$ cat config.mk
export PLATFORM = sky130hd
export DESIGN_NAME = core_mem_port_mux
export DESIGN_NICKNAME = d
export VERILOG_FILES = /design/src/rtl/core_mem_port_mux.sv
export SDC_FILE = /design/constraint.sdc
export NUM_CORES = 1
export LEC_CHECK = 0
export ABC_CLOCK_PERIOD_IN_PS = 3550
export BUFFER_PORTS_ARGS = -buffer_cell sky130_fd_sc_hd__buf_4
export CAP_MARGIN = 25
export CORE_ASPECT_RATIO = 0.6
export CORE_UTILIZATION = 33
export DETAILED_ROUTE_END_ITERATION = 7
export SLEW_MARGIN = 10
export SYNTH_ARGS = -nofsm -noshare
export SYNTH_HDL_FRONTEND = slang
export SYNTH_SLANG_ARGS = --single-unit
$ cat constraint.sdc
create_clock -name clk -period 3.55 [get_ports clk]
set_input_delay 0.5325 -clock clk [delete_from_list [all_inputs] [get_ports clk]]
set_output_delay 0.5325 -clock clk [all_outputs]
set_load 0.02 [all_outputs]
$ cat src/rtl/core_mem_port_mux.sv
// core_mem_port_mux: NUM_REQ-way arbiter (fixed or round-robin) onto one registered memory
// request port, plus access_id-routed per-requester response FIFOs.

module core_mem_port_mux_rsp_fifo #(
  parameter int DEPTH = 4,
  parameter int W     = 8
) (
  input  logic         clk,
  input  logic         rst_n,
  input  logic         push,
  input  logic [W-1:0] din,
  input  logic         pop,
  output logic [W-1:0] dout,
  output logic         vld,
  output logic         full
);
  localparam int AW = $clog2(DEPTH);
  localparam int CW = AW + 1;

  logic [AW-1:0] wr_ptr_q, wr_ptr_d, rd_ptr_q, rd_ptr_d;
  logic [CW-1:0] cnt_q, cnt_d;
  logic [W-1:0]  mem_q [DEPTH];
  logic          do_pop;

  assign vld    = (cnt_q != '0);
  assign full   = (cnt_q == CW'(DEPTH));
  assign dout   = mem_q[rd_ptr_q];
  assign do_pop = pop && vld;

  // push is only ever raised by the parent when !full
  always_comb begin
    wr_ptr_d = wr_ptr_q;
    rd_ptr_d = rd_ptr_q;
    cnt_d    = cnt_q;
    if (push)   wr_ptr_d = wr_ptr_q + 1'b1;
    if (do_pop) rd_ptr_d = rd_ptr_q + 1'b1;
    case ({push, do_pop})
      2'b10:   cnt_d = cnt_q + 1'b1;
      2'b01:   cnt_d = cnt_q - 1'b1;
      default: cnt_d = cnt_q;
    endcase
  end

  always_ff @(posedge clk or negedge rst_n) begin
    if (!rst_n) begin
      wr_ptr_q <= '0;
      rd_ptr_q <= '0;
      cnt_q    <= '0;
    end else begin
      wr_ptr_q <= wr_ptr_d;
      rd_ptr_q <= rd_ptr_d;
      cnt_q    <= cnt_d;
    end
  end

  always_ff @(posedge clk) begin
    if (push) mem_q[wr_ptr_q] <= din;
  end
endmodule

module core_mem_port_mux #(
  parameter int NUM_REQ        = 2,
  parameter int REQ_W          = 64,
  parameter int ID_W           = 7,
  parameter int RSP_FIFO_DEPTH = 4,
  parameter int SEL_W          = $clog2(NUM_REQ)
) (
  input  logic                     clk,
  input  logic                     reset,
  input  logic                     prio_mode,
  input  logic [NUM_REQ-1:0]       req_vld,
  input  logic [NUM_REQ*REQ_W-1:0] req_data,
  input  logic [NUM_REQ*ID_W-1:0]  req_id,
  output logic [NUM_REQ-1:0]       req_grant,
  output logic                     mem_req_vld,
  output logic [REQ_W-1:0]         mem_req_data,
  output logic [ID_W-1:0]          mem_req_id,
  input  logic                     mem_req_rdy,
  input  logic                     mem_rsp_vld,
  input  logic [REQ_W-1:0]         mem_rsp_data,
  input  logic [ID_W-1:0]          mem_rsp_id,
  output logic                     mem_rsp_rdy,
  output logic [NUM_REQ-1:0]       rsp_vld,
  output logic [NUM_REQ*REQ_W-1:0] rsp_data,
  output logic [NUM_REQ*ID_W-1:0]  rsp_id,
  input  logic [NUM_REQ-1:0]       rsp_rdy,
  output logic                     rsp_err
);
  localparam int IDXW = SEL_W + 1;

  typedef struct packed {
    logic [ID_W-1:0]  id;
    logic [REQ_W-1:0] data;
  } pkt_t;

  pkt_t             out_q, out_d;
  logic             out_vld_q, out_vld_d;
  logic [SEL_W-1:0] rr_ptr_q, rr_ptr_d;
  logic             rsp_err_q, rsp_err_d;

  logic             slot_free, gnt_found, gnt_fire;
  logic [SEL_W-1:0] gnt_idx, start;
  logic [IDXW-1:0]  cand;

  assign slot_free = !out_vld_q || mem_req_rdy;
  assign gnt_fire  = slot_free && gnt_found;

  // Rotating search; start is 0 in fixed mode so the lowest index wins.
  always_comb begin
    gnt_found = 1'b0;
    gnt_idx   = '0;
    cand      = '0;
    start     = prio_mode ? rr_ptr_q : '0;
    for (int k = 0; k < NUM_REQ; k++) begin
      cand = {1'b0, start} + IDXW'(k);
      if (cand >= IDXW'(NUM_REQ)) cand = cand - IDXW'(NUM_REQ);
      if (!gnt_found && req_vld[cand[SEL_W-1:0]]) begin
        gnt_found = 1'b1;
        gnt_idx   = cand[SEL_W-1:0];
      end
    end
  end

  always_comb begin
    req_grant = '0;
    if (gnt_fire) req_grant[gnt_idx] = 1'b1;
  end

  always_comb begin
    out_d     = out_q;
    out_vld_d = out_vld_q;
    rr_ptr_d  = rr_ptr_q;
    if (gnt_fire) begin
      out_vld_d  = 1'b1;
      out_d.data = req_data[int'(gnt_idx)*REQ_W +: REQ_W];
      out_d.id   = req_id[int'(gnt_idx)*ID_W +: ID_W];
      if (prio_mode)
        rr_ptr_d = ({1'b0, gnt_idx} == IDXW'(NUM_REQ - 1)) ? '0 : gnt_idx + 1'b1;
    end else if (mem_req_rdy) begin
      out_vld_d = 1'b0;
    end
  end

  assign mem_req_vld  = out_vld_q;
  assign mem_req_data = out_q.data;
  assign mem_req_id   = out_q.id;

  // Response routing: top SEL_W bits of the id select the requester FIFO.
  logic [SEL_W-1:0]   dest;
  logic               dest_ok;
  logic [NUM_REQ-1:0] fifo_full, fifo_push;

  assign dest        = mem_rsp_id[ID_W-1 -: SEL_W];
  assign dest_ok     = ({1'b0, dest} < IDXW'(NUM_REQ));
  assign mem_rsp_rdy = dest_ok ? !fifo_full[dest] : 1'b1;
  assign rsp_err_d   = mem_rsp_vld && !dest_ok;
  assign rsp_err     = rsp_err_q;

  for (genvar i = 0; i < NUM_REQ; i++) begin : g_lane
    logic [ID_W+REQ_W-1:0] head;

    assign fifo_push[i] = mem_rsp_vld && dest_ok && (dest == SEL_W'(i)) && !fifo_full[i];

    core_mem_port_mux_rsp_fifo #(
      .DEPTH (RSP_FIFO_DEPTH),
      .W     (ID_W + REQ_W)
    ) u_fifo (
      .clk   (clk),
      .rst_n (reset),
      .push  (fifo_push[i]),
      .din   ({mem_rsp_id, mem_rsp_data}),
      .pop   (rsp_rdy[i]),
      .dout  (head),
      .vld   (rsp_vld[i]),
      .full  (fifo_full[i])
    );

    assign rsp_data[i*REQ_W +: REQ_W] = head[REQ_W-1:0];
    assign rsp_id[i*ID_W +: ID_W]     = head[ID_W+REQ_W-1:REQ_W];
  end

  always_ff @(posedge clk or negedge reset) begin
    if (!reset) begin
      out_q     <= '0;
      out_vld_q <= 1'b0;
      rr_ptr_q  <= '0;
      rsp_err_q <= 1'b0;
    end else begin
      out_q     <= out_d;
      out_vld_q <= out_vld_d;
      rr_ptr_q  <= rr_ptr_d;
      rsp_err_q <= rsp_err_d;
    end
  end
endmodule
==> metrics.yaml, run 1 <==
dp.cells: 2468
antenna_found_initial: 6
synth_edf_count: 568
area_growth_pct: 27.54
fin_crit_sh_pct: 87.67
postSynthAreaPerCell_sq_um: 22.78
grt_util_all_layers_pct: 15.07
gp_congestion: 0.9097
power_density_nw_per_um2: 784.3
ys_warn_count: 0
status: "finished clean"
synth_most_common_cell: "edfxtp_1"
dr_total_vias: 12630
ios: 442
setup_tns_ps: 0
cts_setup_buffers: 0
grt_pass1_vias: 13220
cap_viol_max_count: 0
syn_area_sq_um: 24620
critical_path.top_delay_family: "simple AND/OR/NAND/NOR gates"
die-area_sq_um: 75750
drc: 0
ys.flop_type: "edfxtp_1"
routedWlPerCell_um: 22.75
crit_path_end_kind: "primary output"
core_sq_um: 73700
tightest_slew_ps: 863.4
skew_ps: 17.19
yosys.area.top_type: "edfxtp_1"
dr.pass1.iters: 4
die-width_um: 354.6
async_reset_ff_share_pct: 13.28
fmax_ghz: 0.3213
cts-root-buf: "clkbuf_16"
period_needed_ps: 3112
irDropWorstVdd_uv: 415.6
clk_pin_slew_ps: 70
vias_per_cell: 4.881
ys_ff_latch: 655
routed_wl_mm: 58.86
layout-drive-gt1-share_pct: 45.56
hold_viol: 0
synth_area_leaders: "edfxtp_1 (69%), mux4_2 (13%), dfrtp_1 (8.8%)"
cts_max_path_buffers: 3
cp_max_fo: 37
clock_latency_ps: 630
cp.required_ps: 3020
rsz0062_at_grt: "false"
synth_cells: 1081
cp_cell_sequence: "nand2b_2 > and3_2 > buf_4"
path_buf_inv: 1
leakage_uw: 0.01120
syn-num-nets: 1315
placed_cell_area_sq_um: 29210
cts_tree: "built"
synth_top_area_share_pct: 69.27
initial_utilization_pct: 33.41
post_synth_most_frequent_cells: "edfxtp_1 (568), mux4_2 (142), dfrtp_1 (87)"
worstSetupPathType: "flop to primary output"
cp_slowest_stage_delay_ps: 760
dr.first_iter.drc_count: 773
crit_path_start_kind: "flop"
layout.nets: 1781
final-max-slew-violation-count: 0
overflow: 0
fin_area_sq_um: 31400
grt_pass1_wl_mm: 84.46
drt.antenna.violating_nets: 0
layoutNonFillerInstCount: 2587
cts_buffers: 61
dp_hpwl_mm: 37.18
portBuffers: 440
setup_violations: 0
slew_headroom_pct: 42.44
arrival_ps: 2580
core.rowCount: 77
yosysSeqAreaShare_pct: 78.11
clock-sinks: 655
postCtsResizedCells: 0
crit_slowest_cell: "and3_2"
hp-class: "primary input to flop"
grt_max_degree: 77
ctsHtreeMaxLevel: 2
synth.distinct_cells: 36
die_h_um: 213.6
==> what timing repair did <==
action                                 4_1_cts  5_1_grt
hold buffers                                 0        1
endpoints found under the hold margin        0       33
setup endpoints to repair                    0        0
==> where the power goes <==
group | total [uW] | switching, uW | internal [uW]
Sequential | 9980 | 630 | 9350
Combinational | 7680 | 4110 | 3570
Clock | 6970 | 2910 | 4050
Total | 24600 | 7660 | 17000
==> area by class of cell <==
type,count,area [sq um]
fill,6376,42300
sequential,655,19250
multi-input combinational,346,4992
timing repair buffer,471,3746
clock buffer,72,1609
tap,987,1235
clock inverter,42,523.0
inverter,12,45.04
antenna,2,5.005
==> stage by stage <==
step / total power [uW] / setup slack, ps / hold slack, ps / util, %
floorplan: 14470 / 494.0 / 236.9 / -
global placement: 17910 / 1040 / 493.8 / 39.63
detailed placement: 18010 / 896.7 / 503.5 / 39.63
CTS: 25060 / 377.7 / 82.52 / 42.52
finish: 24630 / 437.7 / 134.2 / 42.61
global route: 25700 / 322.0 / 90.56 / 42.60
==> per-layer routing <==
| metal | part of all wire, % | global-route usage (%) | vias up |
|---|---|---|---|
| met5 | 0.076 | 0 | - |
| met4 | 2.0 | 4.028 | 8 |
| met3 | 7.1 | 4.332 | 85 |
| met2 | 45 | 22.89 | 395 |
| met1 | 46 | 21.26 | 6639 |
| li1 | - | - | 5499 |
==> state kept, by name (all words and copies together), names as in the netlist <==
| signal | flops |
|---|---|
| mem_req_data | 64 |
| mem_req_vld | 1 |
| rr_ptr_q | 1 |
| g_lane.u_fifo.rd_ptr_q | 4 |
| g_lane.u_fifo.cnt_q | 6 |
| g_lane.u_fifo.mem_q | 568 |
| mem_req_id | 7 |
| g_lane.u_fifo.wr_ptr_q | 4 |
==> final timing paths <==
kind	start	endpoint	slack, ps	cells past startpoint
max	mem_req_vld	req_grant[1]	440	3
min in group asynchronous	reset	mem_req_data[2]	420	2
min reg2reg	g_lane[0].u_fifo.cnt_q[2]	g_lane[0].u_fifo.cnt_q[2]	520	1
min	req_data[99]	mem_req_data[35]	130	2
max in group asynchronous	reset	mem_req_data[31]	2280	4
max reg2reg	mem_req_vld	mem_req_data[54]	1060	4
==> logic make-up after synthesis <==
family	Yosys count	share of synthesized area, %
compound gates	149	5.275
simple gates	26	0.6301
xor+xnor	12	0.4268
mux	146	13.18
flops	655	78.11
other cells	1	0.01523
buf+inv	80	1.692
fa+ha+maj	12	0.6708
==> cells in the final DEF, fill, tap and decap left out, types with 9 or more instances in the layout <==
cell type	netlist	final
clkinv_1	0	10
clkinv_2	0	9
a21boi_0	71	71
mux4_2	142	142
dfrtp_1	87	83
buf_4	3	454
inv_1	12	12
bufinv_16	0	11
clkbuf_16	0	62
ha_1	10	10
edfxtp_1	568	568
buf_12	0	15
a221o_1	71	71
Note: power is estimated with default switching activity, not from simulation.
==> run 2, diff against run 1 <==
Settings changed: ABC_AREA set to 1, GPL_TIMING_DRIVEN set to 0.
==> run 2 against run 1 <==
  * Die area grew 3.0%
  * Clock skew grew 21 ps
  * Cell area grew 4.5%
  * Critical path depth grew 4
==> metrics.yaml, run 2 <==
status: "finished clean"
switching_share_pct: 38.40
regArea_sq_um: 19230
arrival_ps: 2840
layout.nets: 2666
crit_path_end_kind: "primary output"
cp_max_fo: 10
fin_util_pct: 43.27
slew_headroom_pct: 48.76
skew_ps: 38.51
final_cell_mix: "edfxtp_1 (568), buf_4 (460), o21ai_0 (288), nor2_1 (287), nand3_1 (149)"
ys.flop_type: "edfxtp_1"
cts-root-buf: "clkbuf_16"
die-width_um: 359.9
routedWlPerCell_um: 23.47
cts_buffers: 61
final-max-slew-violation-count: 0
vias_per_cell: 5.232
cts_tree: "built"
portBuffers: 440
period_needed_ps: 3371
power_density_nw_per_um2: 830.1
p_clk_share_pct: 25.3
ctsHtreeMaxLevel: 2
fillerInstances: 6873
die_h_um: 216.7
worst_slack_ps: 178.9
dp.cells: 3368
dp_hpwl_mm: 57.50
layoutNonFillerInstCount: 3483
clk_pin_slew_ps: 70
grt_pass1_wl_mm: 118.5
dr.pass1.iters: 8
routed_wl_mm: 81.76
ios: 442
seqPwrFrac_pct: 35.1
pre_cts_slack_ps: 593.6
yosys.area.top_type: "edfxtp_1"
synth_cells: 1899
final_common_cell: "edfxtp_1"
post_synth_most_frequent_cells: "edfxtp_1 (568), nor2_1 (295), o21ai_0 (288)"
setup_tns_ps: 0
cts_max_path_buffers: 3
postSynthAreaPerCell_sq_um: 13.35
die-area_sq_um: 78000
grt_util_all_layers_pct: 20.49
fin_crit_sh_pct: 94.96
synth_top_area_share_pct: 67.26
async_reset_ff_share_pct: 13.28
cap_viol_max_count: 0
worstSetupPathType: "flop to primary output"
leakage_uw: 0.01202
fmax_ghz: 0.2966
yosysSeqAreaShare_pct: 75.84
irDropWorstVdd_uv: 464.3
hp-class: "primary input to flop"
syn-num-nets: 2133
netSwitchingPower_uw: 10460
area_growth_pct: 29.38
cts_setup_buffers: 0
drc: 0
dr.first_iter.drc_count: 1728
overflow: 0
grt_pass1_vias: 17720
setup_violations: 0
grt_max_degree: 54
crit_path_start_kind: "flop"
hold_viol: 0
tightest_slew_ps: 767.7
synth.distinct_cells: 25
top_register: "g_lane.u_fifo.mem_q"
ys_warn_count: 0
ys_ff_latch: 655
synth_edf_count: 568
syn_area_sq_um: 25360
internal-power_uw: 16780
synth_area_leaders: "edfxtp_1 (67%), dfrtp_1 (8.6%), o21ai_0 (5.7%)"
combPwrFrac_pct: 39.6
core_sq_um: 75830
fin_total_pwr_uw: 27240
clock_latency_ps: 650
initial_utilization_pct: 33.44
multi_input_area_sq_um: 5383
layout-drive-gt1-share_pct: 25.89
largest_register_ffs: 568
antenna_found_initial: 5
dr_total_vias: 18220
gp_congestion: 0.8984
cp.required_ps: 3020
clock-sinks: 655
rsz0062_at_grt: "false"
core.rowCount: 78
synth_most_common_cell: "edfxtp_1"
drt.antenna.violating_nets: 0
## run 2: area by class of cell
class / count / share of cell area (%)
diodes: 3 / 0.02288
plain buffers: 138 / 2.101
clock buffers: 70 / 4.881
clock inverters: 41 / 1.525
inverters: 31 / 0.3546
multi-input cells: 1075 / 16.40
flip-flops and latches: 655 / 58.62
well taps: 1000 / 3.813
repair buffers: 470 / 12.28
## run 2: power groups by stage
stage	Clock, uW	Combinational (uW)	Sequential, uW
after detailed placement	0	10800	9710
after global routing	7340	11500	9620
final	6900	10800	9550
after CTS	7030	10900	9550
after floorplan	0	5310	9870
after global placement	0	10400	9810
## run 2: through the flow
stage	hold slack (ps)	area (sq um)
after CTS	67.89	32800
after global placement	460.4	29930
after detailed placement	463.4	30690
after floorplan	236.9	25370
final	110.6	32810
after global routing	67.85	32810
## run 2: worst max-delay path, cell delays in order, from the launching register on
cell and delay, ps:
dfrtp_1 350, buf_2 260, inv_2 340, buf_4 340, buf_4 250, nor2_1 60, o22ai_1 370, buf_4 230
## run 2: logic make-up after synthesis
| logic type | count (synthesis) | share of synthesized area [%] |
|---|---|---|
| other | 1 | 0.01479 |
| XOR/XNOR | 8 | 0.2763 |
| AND/OR/NAND/NOR | 622 | 10.80 |
| AO/OA/AOI/OAI | 432 | 9.241 |
| buffers and inverters | 169 | 3.172 |
| adder cells (fa/ha/maj) | 12 | 0.6512 |
| flip-flops | 655 | 75.84 |
## run 2: routing by layer
metal  routed length, um  vias to the layer above  global-route usage (%)
met5                  31                        -                       0
met1               35670                     9145                   28.73
met3                7317                      119                   5.535
met2               36980                      792                   31.71
li1                    -                     8164                       -
met4                1756                        4                   4.658
## run 2: worst paths after layout
path                                         startpoint                             to  slack [ps]  depth (start not counted)
setup / recovery           g_lane[1].u_fifo.rd_ptr_q[0]                  rsp_data[117]         180                          7
hold / removal                            mem_rsp_id[3]  g_lane[1].u_fifo.mem_q[3][67]         110                          1
setup reg to reg              g_lane[1].u_fifo.cnt_q[0]  g_lane[1].u_fifo.mem_q[3][50]         740                          7
hold reg to reg               g_lane[1].u_fifo.cnt_q[0]      g_lane[1].u_fifo.cnt_q[0]         480                          1
max in group asynchronous                         reset               mem_req_data[29]        2320                          3
min in group asynchronous                         reset               mem_req_data[47]         510                          2
## run 2: what timing repair did
action	4_1_cts	5_1_grt
endpoints found under the setup margin	0	1
gates resized for setup	0	2
hold buffers	1	0
endpoints found under the hold margin	52	0
